$ cat src/rtl/seg7_pkg.sv
// Shared definitions for the 7-segment scan decoder: the active-low segment
// codes of our hex encoder (bit0=a .. bit6=g), error flag positions, and the
// small types passed between the decoder blocks.
package seg7_pkg;

    // Active-low segment codes, identical to the hex encoder table.
    localparam logic [6:0] SEG_0     = 7'b1000000;
    localparam logic [6:0] SEG_1     = 7'b1111001;
    localparam logic [6:0] SEG_2     = 7'b0100100;
    localparam logic [6:0] SEG_3     = 7'b0110000;
    localparam logic [6:0] SEG_4     = 7'b0011001;
    localparam logic [6:0] SEG_5     = 7'b0010010;
    localparam logic [6:0] SEG_6     = 7'b0000010;
    localparam logic [6:0] SEG_7     = 7'b1111000;
    localparam logic [6:0] SEG_8     = 7'b0000000;
    localparam logic [6:0] SEG_9     = 7'b0010000;
    localparam logic [6:0] SEG_A     = 7'b0001000;
    localparam logic [6:0] SEG_B     = 7'b0000011;
    localparam logic [6:0] SEG_C     = 7'b1000110;
    localparam logic [6:0] SEG_D     = 7'b0100001;
    localparam logic [6:0] SEG_E     = 7'b0000110;
    localparam logic [6:0] SEG_F     = 7'b0001110;
    localparam logic [6:0] SEG_BLANK = 7'b1111111;

    // Bit positions inside the sticky error vector.
    localparam int ERR_PATTERN = 0;
    localparam int ERR_SELECT  = 1;

    // Result of looking up one segment pattern.
    typedef struct packed {
        logic       legal;   // one of the 16 encoder codes
        logic       blank;   // all segments off
        logic [3:0] nibble;  // decoded value, meaningful only when legal
    } seg_decode_t;

    // Classification of the digit-enable bus.
    typedef enum logic [1:0] {
        SEL_IDLE,   // no digit driven
        SEL_ONE,    // exactly one digit driven
        SEL_MULTI   // bus contention: several digits driven at once
    } sel_kind_e;

endpackage

$ cat src/rtl/seg7_scan_decoder_if.sv
// Display bus plus decoded results of the scan decoder. The master side is
// whatever drives the multiplexed display (a bench or the board loopback);
// the slave side is the decoder itself.
interface seg7_scan_decoder_if #(
    parameter int NDIG = 4
);
    logic [6:0]        seg_n;        // shared active-low segment bus
    logic [NDIG-1:0]   an_n;         // active-low digit enables
    logic              clr_err;      // clear sticky error flags
    logic [4*NDIG-1:0] hex_out;      // decoded nibbles, digit i at [4i+3:4i]
    logic [NDIG-1:0]   digit_valid;  // digit holds a legally decoded value
    logic              update;       // pulse on every capture
    logic              frame_done;   // pulse once all digits captured
    logic [1:0]        err;          // sticky {multi-select, illegal pattern}

    modport master (
        output seg_n, an_n, clr_err,
        input  hex_out, digit_valid, update, frame_done, err
    );

    modport slave (
        input  seg_n, an_n, clr_err,
        output hex_out, digit_valid, update, frame_done, err
    );

endinterface

$ cat src/rtl/seg7_to_hex.sv
// Combinational inverse of the hex encoder: maps an active-low segment
// pattern back to its nibble and flags blank or unrecognised patterns.
module seg7_to_hex
    import seg7_pkg::*;
(
    input  logic [6:0]  seg_n,
    output seg_decode_t dec
);

    // Table lookup; anything outside the encoder table and blank is illegal.
    always_comb begin
        // NOTE: every field gets a value before the case so no path leaves
        // an output unassigned, which would otherwise infer a latch.
        dec.legal  = 1'b1;
        dec.blank  = 1'b0;
        dec.nibble = 4'h0;
        case (seg_n)
            SEG_0:     dec.nibble = 4'h0;
            SEG_1:     dec.nibble = 4'h1;
            SEG_2:     dec.nibble = 4'h2;
            SEG_3:     dec.nibble = 4'h3;
            SEG_4:     dec.nibble = 4'h4;
            SEG_5:     dec.nibble = 4'h5;
            SEG_6:     dec.nibble = 4'h6;
            SEG_7:     dec.nibble = 4'h7;
            SEG_8:     dec.nibble = 4'h8;
            SEG_9:     dec.nibble = 4'h9;
            SEG_A:     dec.nibble = 4'hA;
            SEG_B:     dec.nibble = 4'hB;
            SEG_C:     dec.nibble = 4'hC;
            SEG_D:     dec.nibble = 4'hD;
            SEG_E:     dec.nibble = 4'hE;
            SEG_F:     dec.nibble = 4'hF;
            SEG_BLANK: begin
                dec.legal = 1'b0;
                dec.blank = 1'b1;
            end
            default:   dec.legal = 1'b0;
        endcase
    end

endmodule

$ cat src/rtl/seg7_scan_decoder.sv
// Receiver for a time-multiplexed active-low 7-segment display bus.
// The bus is double-synchronised, a sample must stay unchanged for
// STABLE_CYCLES consecutive clocks before it is trusted, and the trusted
// pattern is decoded and stored against the single digit being driven.
// Contention and unknown patterns raise sticky error flags.
module seg7_scan_decoder
    import seg7_pkg::*;
#(
    parameter int NDIG          = 4,   // 1..8 multiplexed digits
    parameter int STABLE_CYCLES = 4    // 2..255 identical samples before capture
) (
    input  logic               clk,
    input  logic               rst_n,
    seg7_scan_decoder_if.slave bus
);

    localparam int         SAMPLE_W = NDIG + 7;
    localparam logic [7:0] RUN_MAX  = 8'(STABLE_CYCLES);

    // Synchroniser stages; s3 is the previous s2 used for change detection.
    logic [SAMPLE_W-1:0] s1, s2, s3;

    // Run-length of the current s2 value, saturating at RUN_MAX.
    logic [7:0]          run_cnt;
    logic                run_reached;

    // Select classification and segment decode of the trusted sample.
    logic [NDIG-1:0]     sel;
    sel_kind_e           sel_kind;
    seg_decode_t         dec;
    logic                capture;

    // Registered state and outputs.
    logic [NDIG-1:0][3:0] hex_q;
    logic [NDIG-1:0]      valid_q;
    logic [NDIG-1:0]      mask_q;
    logic [NDIG-1:0]      mask_acc;
    logic                 update_q;
    logic                 frame_q;
    logic [1:0]           err_q;
    logic [1:0]           err_set;

    // Two-flop synchroniser plus one history stage; idle (all ones) on reset.
    always_ff @(posedge clk) begin
        // NOTE: state is updated with non-blocking assignments so every flop
        // samples the pre-edge value of its neighbours and the chain shifts
        // by exactly one stage per clock.
        if (!rst_n) begin
            s1 <= '1;
            s2 <= '1;
            s3 <= '1;
        end else begin
            s1 <= {bus.an_n, bus.seg_n};
            s2 <= s1;
            s3 <= s2;
        end
    end

    // Count how long s2 has held its value; restart at 1 on any change.
    always_ff @(posedge clk) begin
        if (!rst_n) begin
            run_cnt <= '0;
        end else if (s2 != s3) begin
            run_cnt <= 8'd1;
        end else if (run_cnt != RUN_MAX) begin
            run_cnt <= run_cnt + 8'd1;
        end
    end

    // The run reaches its threshold on this edge exactly once per held value.
    assign run_reached = (s2 == s3) && (run_cnt == RUN_MAX - 8'd1);

    // Classify the digit enables of the trusted sample.
    always_comb begin
        sel = ~s2[SAMPLE_W-1:7];
        if (sel == '0) begin
            sel_kind = SEL_IDLE;
        end else if ($onehot(sel)) begin
            sel_kind = SEL_ONE;
        end else begin
            sel_kind = SEL_MULTI;
        end
    end

    seg7_to_hex u_seg7_to_hex (
        .seg_n (s2[6:0]),
        .dec   (dec)
    );

    assign capture = run_reached && (sel_kind == SEL_ONE);

    // Next frame mask and error set requests for this edge.
    always_comb begin
        mask_acc               = mask_q | sel;
        err_set                = '0;
        err_set[ERR_PATTERN]   = capture && !dec.legal && !dec.blank;
        err_set[ERR_SELECT]    = run_reached && (sel_kind == SEL_MULTI);
    end

    // Per-digit storage, capture pulses, frame tracking and sticky errors.
    always_ff @(posedge clk) begin
        // NOTE: the per-digit storage is cleared by reset because the
        // decoded value is architecturally visible at hex_out from reset on.
        if (!rst_n) begin
            hex_q    <= '0;
            valid_q  <= '0;
            mask_q   <= '0;
            update_q <= 1'b0;
            frame_q  <= 1'b0;
            err_q    <= '0;
        end else begin
            update_q <= 1'b0;
            frame_q  <= 1'b0;
            if (capture) begin
                update_q <= 1'b1;
                for (int i = 0; i < NDIG; i++) begin
                    if (sel[i]) begin
                        valid_q[i] <= dec.legal;
                        if (dec.legal) begin
                            hex_q[i] <= dec.nibble;
                        end
                    end
                end
                if (&mask_acc) begin
                    frame_q <= 1'b1;
                    mask_q  <= '0;
                end else begin
                    mask_q  <= mask_acc;
                end
            end
            // A fresh error on the clearing edge survives the clear.
            err_q <= (bus.clr_err ? 2'b00 : err_q) | err_set;
        end
    end

    assign bus.hex_out     = hex_q;
    assign bus.digit_valid = valid_q;
    assign bus.update      = update_q;
    assign bus.frame_done  = frame_q;
    assign bus.err         = err_q;

endmodule

$ cat src/flat_wrapper.sv
// flat-port wrapper written by rule: the top's interface ports become plain ports
module seg7_scan_decoder_flat import seg7_pkg::*;
#(
    parameter int NDIG          = 4,                             
    parameter int STABLE_CYCLES = 4                                              
)
  (clk, rst_n, bus_seg_n, bus_an_n, bus_clr_err, bus_hex_out, bus_digit_valid, bus_update, bus_frame_done, bus_err);
  seg7_scan_decoder_if #(.NDIG(NDIG)) bus_i ();
  input  logic clk;
  input  logic rst_n;
  input wire logic [$bits(bus_i.seg_n)-1:0] bus_seg_n;
  input wire logic [$bits(bus_i.an_n)-1:0] bus_an_n;
  input wire logic [$bits(bus_i.clr_err)-1:0] bus_clr_err;
  output wire logic [$bits(bus_i.hex_out)-1:0] bus_hex_out;
  output wire logic [$bits(bus_i.digit_valid)-1:0] bus_digit_valid;
  output wire logic [$bits(bus_i.update)-1:0] bus_update;
  output wire logic [$bits(bus_i.frame_done)-1:0] bus_frame_done;
  output wire logic [$bits(bus_i.err)-1:0] bus_err;
  assign bus_i.seg_n = bus_seg_n;
  assign bus_i.an_n = bus_an_n;
  assign bus_i.clr_err = bus_clr_err;
  assign bus_hex_out = bus_i.hex_out;
  assign bus_digit_valid = bus_i.digit_valid;
  assign bus_update = bus_i.update;
  assign bus_frame_done = bus_i.frame_done;
  assign bus_err = bus_i.err;
  seg7_scan_decoder #(.NDIG(NDIG), .STABLE_CYCLES(STABLE_CYCLES)) u_core (.clk(clk), .rst_n(rst_n), .bus(bus_i));
endmodule
$ cat config.mk
export PLATFORM = sky130hd
export DESIGN_NAME = seg7_scan_decoder_flat
export DESIGN_NICKNAME = d
export VERILOG_FILES = /design/src/rtl/seg7_pkg.sv /design/src/rtl/seg7_scan_decoder_if.sv /design/src/rtl/seg7_to_hex.sv /design/src/rtl/seg7_scan_decoder.sv /design/src/flat_wrapper.sv
export SDC_FILE = /design/constraint.sdc
export NUM_CORES = 1
export LEC_CHECK = 0
export ABC_AREA = 1
export BUFFER_PORTS_ARGS = -buffer_cell sky130_fd_sc_hd__buf_2
export CAP_MARGIN = 10
export CORE_MARGIN = 5
export CORE_UTILIZATION = 50
export CTS_CLUSTER_SIZE = 30
export DETAILED_ROUTE_END_ITERATION = 10
export GPL_TIMING_DRIVEN = 0
export PLACE_DENSITY_LB_ADDON = 0.15
export SETUP_SLACK_MARGIN = 0.05
export SYNTH_ARGS = -nofsm -noshare
export SYNTH_HDL_FRONTEND = slang
export SYNTH_SLANG_ARGS = --single-unit
$ cat constraint.sdc
create_clock -name clk -period 6.9 [get_ports clk]
set_input_delay 1.035 -clock clk [delete_from_list [all_inputs] [get_ports clk]]
set_output_delay 1.035 -clock clk [all_outputs]
set_load 0.02 [all_outputs]
==> summary.md <==
| Metric | Value |
|---|---|
| Final setup vio count | 0 |
| Max-Cap Viols | 0 |
| Tmin final | 2.95 ns |
| Post-CTS Resized | 0 |
| RD Place Congestion | 0.843 |
| Die X | 87.3 um |
| Clock Root Buffer | clkbuf_8 |
| Cell Area, Synth | 2990 um^2 |
| First-pass GRT wire length | 10400 um |
| Die height | 87.3 um |
| H-tree Lvls | 3 |
| PortBufs | 37 |
| Vias in the first global route | 2324 |
| Mapped Cells | 390 |
| Clk sinks | 69 |
| Worst Setup End Kind | flop |
| Synth unique cells | 30 |
| Clock latency on the worst-skew pair | 0.33 ns |
| Max Slew Vio Count | 0 |
| #FFs+latches synth | 69 |
| Commonest non-fill, non-tap cell in the layout | nand2_1 |
| Commonest cells after routing, fill and taps aside | nand2_1, dfxtp_1, nor2_1 |
| Hold path start | u_core.s1[3] |
| Worst reg2reg startpoint | u_core.s2[7] |
| Synth-to-Final Area Change | 15.5% |
| Seq/Total Area, Yosys | 0.462 |
| Final ANT Viol Nets | 0 |
| Fmax | 339 MHz |
| PwrDens | 218 nW/um^2 |
| Pre-Repair DR Iteration Count | 4 |
| Initial Utilization | 0.511 |
| Antenna violations before repair | 0 |
| Slew headroom | 0.630 |
| Fillers | 547 |
| Worst setup path end | u_core.bus.hex_out[9] |
| Placed instance count | 502 |
| All-Layer GR Usage | 0.175 |
| Via count | 2498 |
| Setup TNS Final | 0 ns |
| Worst Path Arrival | 3.15 ns |
| Crit path from | u_core.s2[7] |
| Dpl hpwl | 4640 um |
| Final Hold Vio Count | 0 |
| Required time of the worst setup path | 7.10 ns |
| GRT overflow | 0 |
| Syn Area/Cell | 7.66 um^2 |
| Iter 0 DRT Violations | 133 |
| Min-Delay Path Class | reg -> reg |
| Type of origin of the critical path | flop |
| Syn_nets | 412 |
| Die area | 7620 um^2 |
| Cts-stage hold buffer count | 0 |
| Core Area | 5850 um^2 |
| Max Fanout on Critical Path | 6 |
| Area contributors post-synth | dfxtp_1, nand2_1, nor2_1 |
| CTS Buffer Depth | 2 |
| Inserted Diodes | 0 |
| Worst R2R Path Depth | 11 |
| Hold path cells | 1 |
| R2r endpoint | u_core.bus.hex_out[9] |
| Post-route DRC | 0 |
| CTS tree | done |
| Final nets | 460 |
| Routed vias/inst | 4.82 |
| # IOs | 38 |
| Largest net degree at the start of global routing | 13 |
| # rows | 28 |
| Reg-to-reg slack, setup | 3.95 ns |
| Synth area leader | dfxtp_1 |
| Status | finished clean |
| RSZ-0062 raised after global routing | no |
| Final WL | 5930 um |
| Skew final | 0.00657 ns |
| Clock-pin slew on the worst setup and hold paths | 0.07 ns |
| DR WL/cell | 11.4 um |
| Crit share post-route | 0.428 |
| Post-synth top area share | 0.462 |
| Layout cells sized above 1 | 0.248 |
| Post-CTS setup repair buffer count | 0 |
| Peak VDD IR | 0.148 mV |
| Num CTS Buffers | 9 |
| Worst Tran Pin Value | 0.555 ns |
| Critical Setup Path Class | reg -> reg |
| Leak | 0.00166 uW |
| Yosys warnings | 0 |
| Layout Cells excl Fill | 518 |
## sequential cells by signal, summed over array words and instances (netlist names)
| signal | cells |
|---|---|
| u_core.s2 | 11 |
| u_core.run_cnt | 8 |
| u_core.bus.frame_done | 1 |
| u_core.mask_q | 4 |
| u_core.bus.hex_out | 16 |
| u_core.s1 | 11 |
| u_core.bus.digit_valid | 4 |
| u_core.s3 | 11 |
| u_core.bus.update | 1 |
| u_core.bus.err | 2 |
## layout make-up
class / count / area, um^2 / share of cell area
multi-input cells: 267 / 1400 / 0.404
flip-flops and latches: 69 / 1380 / 0.400
repair buffers: 37 / 185 / 0.0536
inverters: 47 / 176 / 0.0511
clock buffers: 11 / 151 / 0.0438
well taps: 75 / 93.8 / 0.0272
plain buffers: 7 / 35.0 / 0.0101
clock inverters: 5 / 33.8 / 0.00978
## cells by family (layout without fill, tap and decap cells)
kind of cell             after synthesis  count (layout)  synth area share
AO/OA/AOI/OAI                         27              27            0.0473
adder cells (fa/ha/maj)                8               8            0.0360
AND/OR/NAND/NOR                      225             225             0.363
flip-flops                            69              69             0.462
XOR/XNOR                               7               7            0.0205
buffers and inverters                 54             107            0.0707
## worst min-delay path by stage
stage | endpoint | slack (ns)
after global routing | u_core.s2[4] | 0.42
after global placement | u_core.s2[6] | 0.40
final | u_core.s2[3] | 0.41
after CTS | u_core.s2[7] | 0.41
after detailed placement | u_core.s2[7] | 0.40
after floorplan | u_core.s2[0] | 0.39
## per-stage QoR
stage / power (uW) / hold slack (ns) / worst slack (ns) / util / area, um^2
2_1_floorplan: 455 / 0.393 / 4.39 / - / 2990
3_3_place_gp: 468 / 0.396 / 3.99 / 0.559 / 3270
3_5_place_dp: 469 / 0.397 / 3.97 / 0.559 / 3270
4_1_cts: 765 / 0.414 / 3.96 / 0.590 / 3450
5_1_grt: 796 / 0.421 / 3.75 / 0.590 / 3450
6_report: 754 / 0.412 / 3.95 / 0.590 / 3450
## cell usage after synthesis (all sizes together)
master  count
nand2     104
dfxtp      69
nor2       53
inv        47
nand3      29
or2        22
a21oi      21
nand4       8
ha          7
clkbuf      5
nor3        5
xnor2       4
o21ai       3
xor2        3
buf         2
nor3b       2
a221oi      1
a31oi       1
fa          1
nand3b      1
nor4        1
o22ai       1
## metal layers
metal,GRT usage,vias to the layer above,part of all wire
met3,0.0360,11,0.050
met5,0,-,0
met4,0.0809,0,0.018
li1,-,1319,-
met1,0.232,1108,0.47
met2,0.271,60,0.46
## report_power, final
part	switching (uW)	leakage, uW	internal [uW]
registers	7.54	0.000563	406
logic	27.2	0.00100	17.9
clock network	145	0.0000917	150
total	179	0.00166	574
## critical path, stage by stage, from the launching register on
cell	delay, ns
dfxtp_1	0.53
inv_2	0.11
ha_1	0.32
ha_1	0.22
fa_1	0.42
nand3b_1	0.18
a21oi_1	0.26
inv_1	0.09
nor2_2	0.25
nand3_1	0.27
nand2_1	0.12
a21oi_1	0.06
Note: power is estimated with default switching activity, not from simulation.
